--- src/rtl/io_responder.sv ---
// io_responder: peripheral end of the CPU IO read/write path for the 0xFFFFFCxx window.
// Reads return debounced switch data combinationally. Writes latch the LED register and
// the 7-segment data register. The block also drives a multiplexed 6-digit hex display.
//
// Ports:
//   clock     CPU clock
//   reset     asynchronous, active-low reset
//   io_read   IO read strobe
//   io_write  IO write strobe
//   addr      low 10 bits of the access address
//   io_wdata  CPU write data
//   io_rdata  read data returned to the CPU (combinational)
//   switches  raw board switches (asynchronous)
//   leds      LED drive
//   seg       segments {dp,g..a}, active-low
//   an        digit enables, active-low one-hot; an[7:6] stay high
//
// Configuration macro: IO_READBACK_EN makes the LED and display registers readable.
module io_responder #(
    parameter int unsigned DEBOUNCE_CYCLES = 20000,
    parameter int unsigned SCAN_DIV        = 16384,
    parameter logic [9:0]  LED_ADDR        = 10'h060,
    parameter logic [9:0]  SW_ADDR         = 10'h070,
    parameter logic [9:0]  SEG_ADDR        = 10'h080
) (
    input  logic        clock,
    input  logic        reset,
    input  logic        io_read,
    input  logic        io_write,
    input  logic [9:0]  addr,
    input  logic [23:0] io_wdata,
    output logic [23:0] io_rdata,
    input  logic [23:0] switches,
    output logic [23:0] leds,
    output logic [7:0]  seg,
    output logic [7:0]  an
);

    localparam int unsigned DATA_W  = 24;
    localparam int unsigned CNT_W   = $clog2(DEBOUNCE_CYCLES) + 1;
    localparam int unsigned SCAN_W  = $clog2(SCAN_DIV) + 1;
    localparam int unsigned DIGIT_W = 3;

    logic [DATA_W-1:0]  leds_q, leds_d;
    logic [DATA_W-1:0]  seg_reg_q, seg_reg_d;
    logic [DATA_W-1:0]  sync1_q, sync1_d;
    logic [DATA_W-1:0]  sync2_q, sync2_d;
    logic [DATA_W-1:0]  cand_q, cand_d;
    logic [DATA_W-1:0]  sw_stable_q, sw_stable_d;
    logic [CNT_W-1:0]   cnt_q, cnt_d;
    logic [SCAN_W-1:0]  scan_q, scan_d;
    logic [DIGIT_W-1:0] digit_q, digit_d;
    logic [7:0]         seg_q, seg_d;
    logic [7:0]         an_q, an_d;

    // Hex nibble to active-low segment pattern, dp off.
    function automatic logic [7:0] hex_to_seg(input logic [3:0] nib);
        logic [7:0] s;
        case (nib)
            4'h0: s = 8'hC0;
            4'h1: s = 8'hF9;
            4'h2: s = 8'hA4;
            4'h3: s = 8'hB0;
            4'h4: s = 8'h99;
            4'h5: s = 8'h92;
            4'h6: s = 8'h82;
            4'h7: s = 8'hF8;
            4'h8: s = 8'h80;
            4'h9: s = 8'h90;
            4'hA: s = 8'h88;
            4'hB: s = 8'h83;
            4'hC: s = 8'hC6;
            4'hD: s = 8'hA1;
            4'hE: s = 8'h86;
            default: s = 8'h8E;
        endcase
        return s;
    endfunction

    // Next-state logic: register writes, switch debounce, display scan.
    always_comb begin
        leds_d      = leds_q;
        seg_reg_d   = seg_reg_q;
        sync1_d     = switches;
        sync2_d     = sync1_q;
        cand_d      = cand_q;
        sw_stable_d = sw_stable_q;
        cnt_d       = cnt_q;
        scan_d      = scan_q;
        digit_d     = digit_q;
        seg_d       = seg_q;
        an_d        = an_q;

        if (io_write) begin
            if (addr == LED_ADDR) begin
                leds_d = io_wdata;
            end
            if (addr == SEG_ADDR) begin
                seg_reg_d = io_wdata;
            end
        end

        // Any change of the synchronised value restarts the stability count.
        if (sync2_q != cand_q) begin
            cand_d = sync2_q;
            cnt_d  = '0;
        end else if (cnt_q == CNT_W'(DEBOUNCE_CYCLES - 1)) begin
            sw_stable_d = cand_q;
        end else begin
            cnt_d = cnt_q + CNT_W'(1);
        end

        // Digit and its segment pattern update together only at a slot boundary,
        // so a new display value shows up at the next refresh without restarting the scan.
        if (scan_q == SCAN_W'(SCAN_DIV - 1)) begin
            scan_d  = '0;
            digit_d = (digit_q == DIGIT_W'(5)) ? '0 : digit_q + DIGIT_W'(1);
            an_d    = ~(8'h01 << digit_d);
            seg_d   = hex_to_seg(seg_reg_q[{digit_d, 2'b00} +: 4]);
        end else begin
            scan_d = scan_q + SCAN_W'(1);
        end
    end

    // State registers.
    always_ff @(posedge clock or negedge reset) begin
        if (!reset) begin
            leds_q      <= '0;
            seg_reg_q   <= '0;
            sync1_q     <= '0;
            sync2_q     <= '0;
            cand_q      <= '0;
            sw_stable_q <= '0;
            cnt_q       <= '0;
            scan_q      <= '0;
            digit_q     <= '0;
            seg_q       <= 8'hC0;
            an_q        <= 8'hFE;
        end else begin
            leds_q      <= leds_d;
            seg_reg_q   <= seg_reg_d;
            sync1_q     <= sync1_d;
            sync2_q     <= sync2_d;
            cand_q      <= cand_d;
            sw_stable_q <= sw_stable_d;
            cnt_q       <= cnt_d;
            scan_q      <= scan_d;
            digit_q     <= digit_d;
            seg_q       <= seg_d;
            an_q        <= an_d;
        end
    end

    // Zero-latency read mux for the single-cycle CPU.
    always_comb begin
        io_rdata = '0;
        if (io_read) begin
            if (addr == SW_ADDR) begin
                io_rdata = sw_stable_q;
            end
`ifdef IO_READBACK_EN
            else if (addr == LED_ADDR) begin
                io_rdata = leds_q;
            end else if (addr == SEG_ADDR) begin
                io_rdata = seg_reg_q;
            end
`endif
        end
    end

    assign leds = leds_q;
    assign seg  = seg_q;
    assign an   = an_q;

endmodule

--- config.mk ---
export PLATFORM = sky130hd
export DESIGN_NAME = io_responder
export DESIGN_NICKNAME = d
export VERILOG_FILES = /design/src/rtl/io_responder.sv
export SDC_FILE = /design/constraint.sdc
export NUM_CORES = 1
export LEC_CHECK = 0
export ABC_AREA = 1
export CORE_ASPECT_RATIO = 1.4
export CORE_MARGIN = 8
export CORE_UTILIZATION = 54
export CTS_CLUSTER_DIAMETER = 30
export DETAILED_ROUTE_END_ITERATION = 7
export HOLD_SLACK_MARGIN = 0.02
export MAX_ROUTING_LAYER = met4
export PLACE_DENSITY = 0.88
export SKIP_LAST_GASP = 1
export SYNTH_ARGS = -nofsm -noshare
export SYNTH_HDL_FRONTEND = slang
export SYNTH_SLANG_ARGS = --single-unit
--- constraint.sdc ---
create_clock -name clock -period 2.1 [get_ports clock]
set_input_delay 0.21 -clock clock [delete_from_list [all_inputs] [get_ports clock]]
set_output_delay 0.21 -clock clock [all_outputs]
set_load 0.005 [all_outputs]
-- Yosys cells after proc, flatten, opt, wreduce, memory -nomap -nowiden
Memory sizes are Yosys's and may differ from the RTL's. A register that Yosys moved wholly into a read port is not among the register bits.
Index checks and enable logic that the tools add are counted.
- bits in registers: 194
- ROM bits: 112
- output and inout port bits: 64
- word-level logic and storage cells: 37
- memories: 1
- memories (memory ; depth ; bits a word ; read ports ; clocked after Yosys merged registers in ; write ports ; line ; text):
    (name not given) ; 16 ; 7 ; 1 ; 1 ; 0 ; 59 ; case (nib)
- add/subtract/negate cells: 3
- eq/ne operators: 8
- shift operators: 2
- mux-type cells: 6
- bitwise logic cells: 2
- reductions and logical operators: 4
- operators with widths (cell ; number):
    $mux W24 ; 2
    $mux W16 ; 2
    $ne A24 B24 Y1 ; 1
    $shiftx A24 B6 Y4 ; 1
    $eq A10 B7 Y1 const B ; 2
    $add A16 B1 Y16 const B ; 1
    $eq A16 B15 Y1 const B ; 1
    $add A15 B1 Y15 const B ; 1
    $eq A15 B14 Y1 const B ; 1
    $mux W15 ; 1
    $eq A10 B8 Y1 const B ; 1
    $not A8 Y8 ; 1
    $shl A1 B3 Y8 const A ; 1
    $reduce_and A2 Y1 ; 3
    $add A3 B1 Y3 const B ; 1
    $eq A3 B3 Y1 const B ; 1
    $mux W3 ; 1
    $ne A2 B2 Y1 const B ; 1
    $logic_not A1 Y1 ; 1
    $not A1 Y1 ; 1

-- Longest topological paths before layout
- word-level depth: 4
- depth in mapped cells: 15
- gate-level depth less buffers: 14

-- Worst setup path after synthesis
OpenSTA, ideal clock, no wires.
- path type: reg-to-reg
- start: register digit_q[0]
- end: register seg_q[3] (netlist: seg[3])
- data arrival time: 1.727 ns
- data required time: 1.983 ns
- slack: 0.255 ns
- stages on the path, launching flop included: 13
- clock period less this slack: 1.845 ns
- cell sequence: dfrtp_1 > buf_6 > nor2_4 > nor2_8 > nand2_8 > nor2_1 > a21oi_2 > inv_1 > ha_1 > nand3_1 > nand3_1 > nand3_1 > nand2_1
- cells in the longest elaborated chain, start to end: 3
- elaborated cells between the ends (all ways): 4
- those cells by class: add/sub: 1; eq/ne: 1; shift: 1; mux: 1
- RTL lines (what ; line ; text):
    start: declaration ; 52 ; logic [DIGIT_W-1:0] digit_q, digit_d;
    start signal: assignment ; 148 ; digit_q <= digit_d;
    $add A3 B1 Y3 / $eq A3 B3 Y1 (equally long branches) ; 117 ; digit_d = (digit_q == DIGIT_W'(5)) ? '0 : digit_q + DIGIT_W'(1);
    $mux W3 * ; 117 ;
    $shiftx A24 B6 Y4 * ; 119 ; seg_d = hex_to_seg(seg_reg_q[{digit_d, 2'b00} +: 4]);
    end: declaration ; 53 ; logic [7:0] seg_q, seg_d;
Mark *: on every way between the ends. The rest lies on a longest branch, timed or not.
A chain may end at the register's enable or synchronous reset.

-- Worst setup path after layout
- start: register digit_q[0]
- end: register seg_q[1] (netlist: seg[1])
Same word-level chain as after synthesis.

==> impl_metrics.json <==
{
  "status": "finished clean",
  "r2r_end": "seg[1]$_DFFE_PN0N_",
  "multi_input_comb_area_mm2": 0.00279,
  "gp_congestion": 0.886,
  "dieWidth_um": 120,
  "synthTopCellsByArea": "dfrtp_1 57%, nand2_1 9.5%, inv_1 4.3%, o21ai_0 3.6%, nor2_1 3.2%",
  "clock_path_buffers": 2,
  "wl_per_cell_um": 15.5,
  "synthCells": 874,
  "cp_common_cell": "nor2_1",
  "ys_seq_area_frac": 0.592,
  "setup_violations": 0,
  "fin_skew_ns": 0.00922,
  "die_height_um": 162,
  "drive_gt1_frac": 0.149,
  "avgSynthCellArea_um2": 9.36,
  "r2r_slack_ns": 0.04,
  "grt_pass1_vias": 6326,
  "leakage_nw": 4.82,
  "areaGrowthSynthToFinish_pct": 26.7,
  "ff_latch_area_mm2": 0.00484,
  "clk_latency_ns": 0.42,
  "port_buffers": 124,
  "fmax_mhz": 484,
  "internal-power_mw": 5.66,
  "place_hpwl_mm": 12.7,
  "period_share": 0.983,
  "grt_pass1_wl_mm": 29.9,
  "yosys.cell_types.count": 45,
  "irDropWorstVdd_mv": 0.466,
  "viasPerCell": 5.17,
  "grt.total_usage": 0.197,
  "seqPwrFrac": 0.522,
  "antenna_found_initial": 2,
  "reg2regPathDepth": 12,
  "hold_path.class": "in2async",
  "clock_sinks": 193,
  "combPwrFrac": 0.043,
  "required_ns": 2.46,
  "switching_share": 0.231,
  "fin_tns_setup_ns": 0,
  "cts_tree": "built",
  "maxCapViolCount": 0,
  "slew_violations": 0,
  "pwr-share-clk": 0.435,
  "yosys.area.top_type": "dfrtp_1",
  "rsz0062_at_grt": "true",
  "cts_max_level": 4,
  "start_kind": "flip-flop",
  "fillCellCount": 1082,
  "critPathMaxFanout": 9,
  "timing.rr.start": "digit_q[0]$_DFFE_PN0N_",
  "wl_mm": 18.7,
  "crit_path_cell_trace": "buf_12 > nor2_4 > nor2_8 > nand2_8 > nand2_1 > nand2_4 > inv_2 > ha_1 > nand3_2 > nor2_1 > nor2_1 > a21oi_2",
  "power.density_mw_per_mm2": 711,
  "cp.arrival_ns": 2.42,
  "initial_core_util": 0.548,
  "dr_total_vias": 6230,
  "cp-end-kind": "flip-flop",
  "syn_area_mm2": 0.00818,
  "slowest_stage": "dfrtp_2",
  "numCtsBuffers": 17,
  "period_needed_ns": 2.06,
  "drc": 0,
  "nets": 1067,
  "yosys_warnings": 0,
  "cts_root_buffer": "clkbuf_16",
  "core_area_mm2": 0.0149,
  "ys.flop_type": "dfrtp_1",
  "worstSetupPathType": "reg2reg",
  "grt_max_degree": 72,
  "ant_nets": 0,
  "clkSlewWorstSetupHoldPaths_ns": 0.07,
  "dieArea_mm2": 0.0194,
  "async_flop_share": 1.00,
  "first_iter_violations": 296,
  "synth_seq_cells": 193,
  "first_pass_iters": 5,
  "synth_edf_count": 0,
  "cpPeakStageDelay_ns": 0.46,
  "grt_overflow": 0,
  "netlist.area_leader.share": 0.566,
  "core.rowCount": 53,
  "synthesis.nets": 944,
  "io_pins": 126,
  "final_util": 0.695,
  "hold_violations": 0,
  "switchingPower_mw": 1.70
}
sequential cells by signal, summed over array words and instances, names as in the netlist:
name         cells
cand_q          24
leds            24
seg_reg_q       24
sw_stable_q     24
sync1_q         24
sync2_q         24
cnt_q           16
scan_q          15
an               8
seg              7
digit_q          3
power by group through the flow:
stage	Sequential (mW)	Combinational, mW	Clock [mW]
2_1_floorplan	3.91	0.0967	0
3_3_place_gp	3.92	0.310	0
3_5_place_dp	3.92	0.316	0
4_1_cts	3.85	0.322	3.27
5_1_grt	3.86	0.356	3.43
6_report	3.85	0.315	3.20
layout make-up:
class	count	area share
Sequential cell	193	0.467
Multi-Input combinational cell	528	0.269
Timing Repair Buffer	155	0.145
Clock buffer	17	0.0411
Inverter	102	0.0376
Tap cell	192	0.0232
Clock inverter	15	0.0165
Antenna cell	2	0.000483
worst max path at each step:
stage | startpoint | to | slack, ns | cells past startpoint
6_report | digit_q[0]$_DFFE_PN0N_ | seg[1]$_DFFE_PN0N_ | 0.04 | 12
5_1_grt | digit_q[0]$_DFFE_PN0N_ | seg[1]$_DFFE_PN0N_ | -0.02 | 13
4_1_cts | addr[5] | io_rdata[19] | -0.09 | 7
3_5_place_dp | addr[0] | io_rdata[18] | -0.18 | 8
3_3_place_gp | addr[5] | io_rdata[19] | -0.15 | 7
2_1_floorplan | digit_q[0]$_DFFE_PN0N_ | seg[3]$_DFFE_PN0N_ | 0.26 | 12
Yosys cell counts (2+ instances only):
cell type	number
nor3_2	2
xnor2_1	15
nand3_2	3
nor3_1	12
o21ai_1	3
nand3b_1	2
o21ai_0	59
a21oi_2	2
inv_2	6
inv_1	94
nand3_1	43
a21oi_1	15
buf_4	4
nor2_4	3
nor2_2	7
nor3_4	2
nor2_1	69
a2bb2oi_1	2
nand2_2	7
nand4_1	32
nor4_1	4
xor2_1	13
dfrtp_1	185
nand2_4	5
buf_2	10
nand2_1	208
ha_1	8
buf_6	4
dfstp_2	8
clkbuf_1	32
per-stage QoR:
step	power, mW	instance area [um2]	std cells	setup slack (ns)	hold WS (ns)
after CTS	7.44	10200	1189	-0.0862	0.204
after global routing	7.64	10400	1204	-0.0237	0.210
final	7.37	10400	1204	0.0350	0.220
after global placement	4.23	9590	1156	-0.152	0.0898
after floorplan	4.01	8180	874	0.255	-0.0856
after detailed placement	4.24	9590	1156	-0.182	0.0908
routing by layer:
| metal | vias up | wire, um | GRT usage |
|---|---|---|---|
| li1 | 3000 | - | - |
| met1 | 3018 | 7320 | 0.211 |
| met2 | 176 | 9960 | 0.337 |
| met3 | 36 | 923 | 0.0538 |
| met4 | 0 | 454 | 0.0792 |
| met5 | - | 0 | - |
cell families (layout without fill, tap and decap cells):
family,count (synthesis),after routing,synth area share
and+or+nand+nor,405,405,0.232
AOI/OAI and AO/OA,86,86,0.0559
buffers and inverters,153,289,0.0774
DFF,193,193,0.592
other,1,3,0.000459
xor gates and xnor gates,28,28,0.0300
adders and majority gates,8,8,0.0122
critical path: cells and delay by family, from the launching register on:
kind / cells / cell delay (ns)
and+or+nand+nor: 8 / 0.85
DFF: 1 / 0.46
AOI/OAI and AO/OA: 1 / 0.13
adders and majority gates: 1 / 0.33
buffers and inverters: 2 / 0.23
cell usage in the layout, fill, tap and decap left out, types with 5 or more instances in the layout:
master,netlist,routed
nor2_1,69,60
buf_2,10,14
inv_2,6,6
nor3_1,12,12
clkbuf_2,0,7
inv_1,94,93
clkbuf_16,0,19
a21oi_1,15,14
nand2_2,7,6
ha_1,8,8
nand2_1,208,208
clkdlybuf4s50_1,0,95
xor2_1,13,13
dlymetal6s2s_1,0,7
nand3_1,43,42
nand2_4,5,6
dfstp_2,8,8
nor2_2,7,10
buf_4,4,21
xnor2_1,15,15
buf_12,0,5
dfrtp_1,185,183
nor2_4,3,9
nand4_1,32,32
o21ai_0,59,59
repair_timing:
action	CTS	global route
buffers inserted	0	11
hold buffers	1	0
gates cloned	0	2
pin swaps	0	9
gates resized for setup	6	88
endpoints found under the setup margin	27	50
hold endpoints to repair	148	0
No activity file was read; power rests on OpenSTA's default activity.
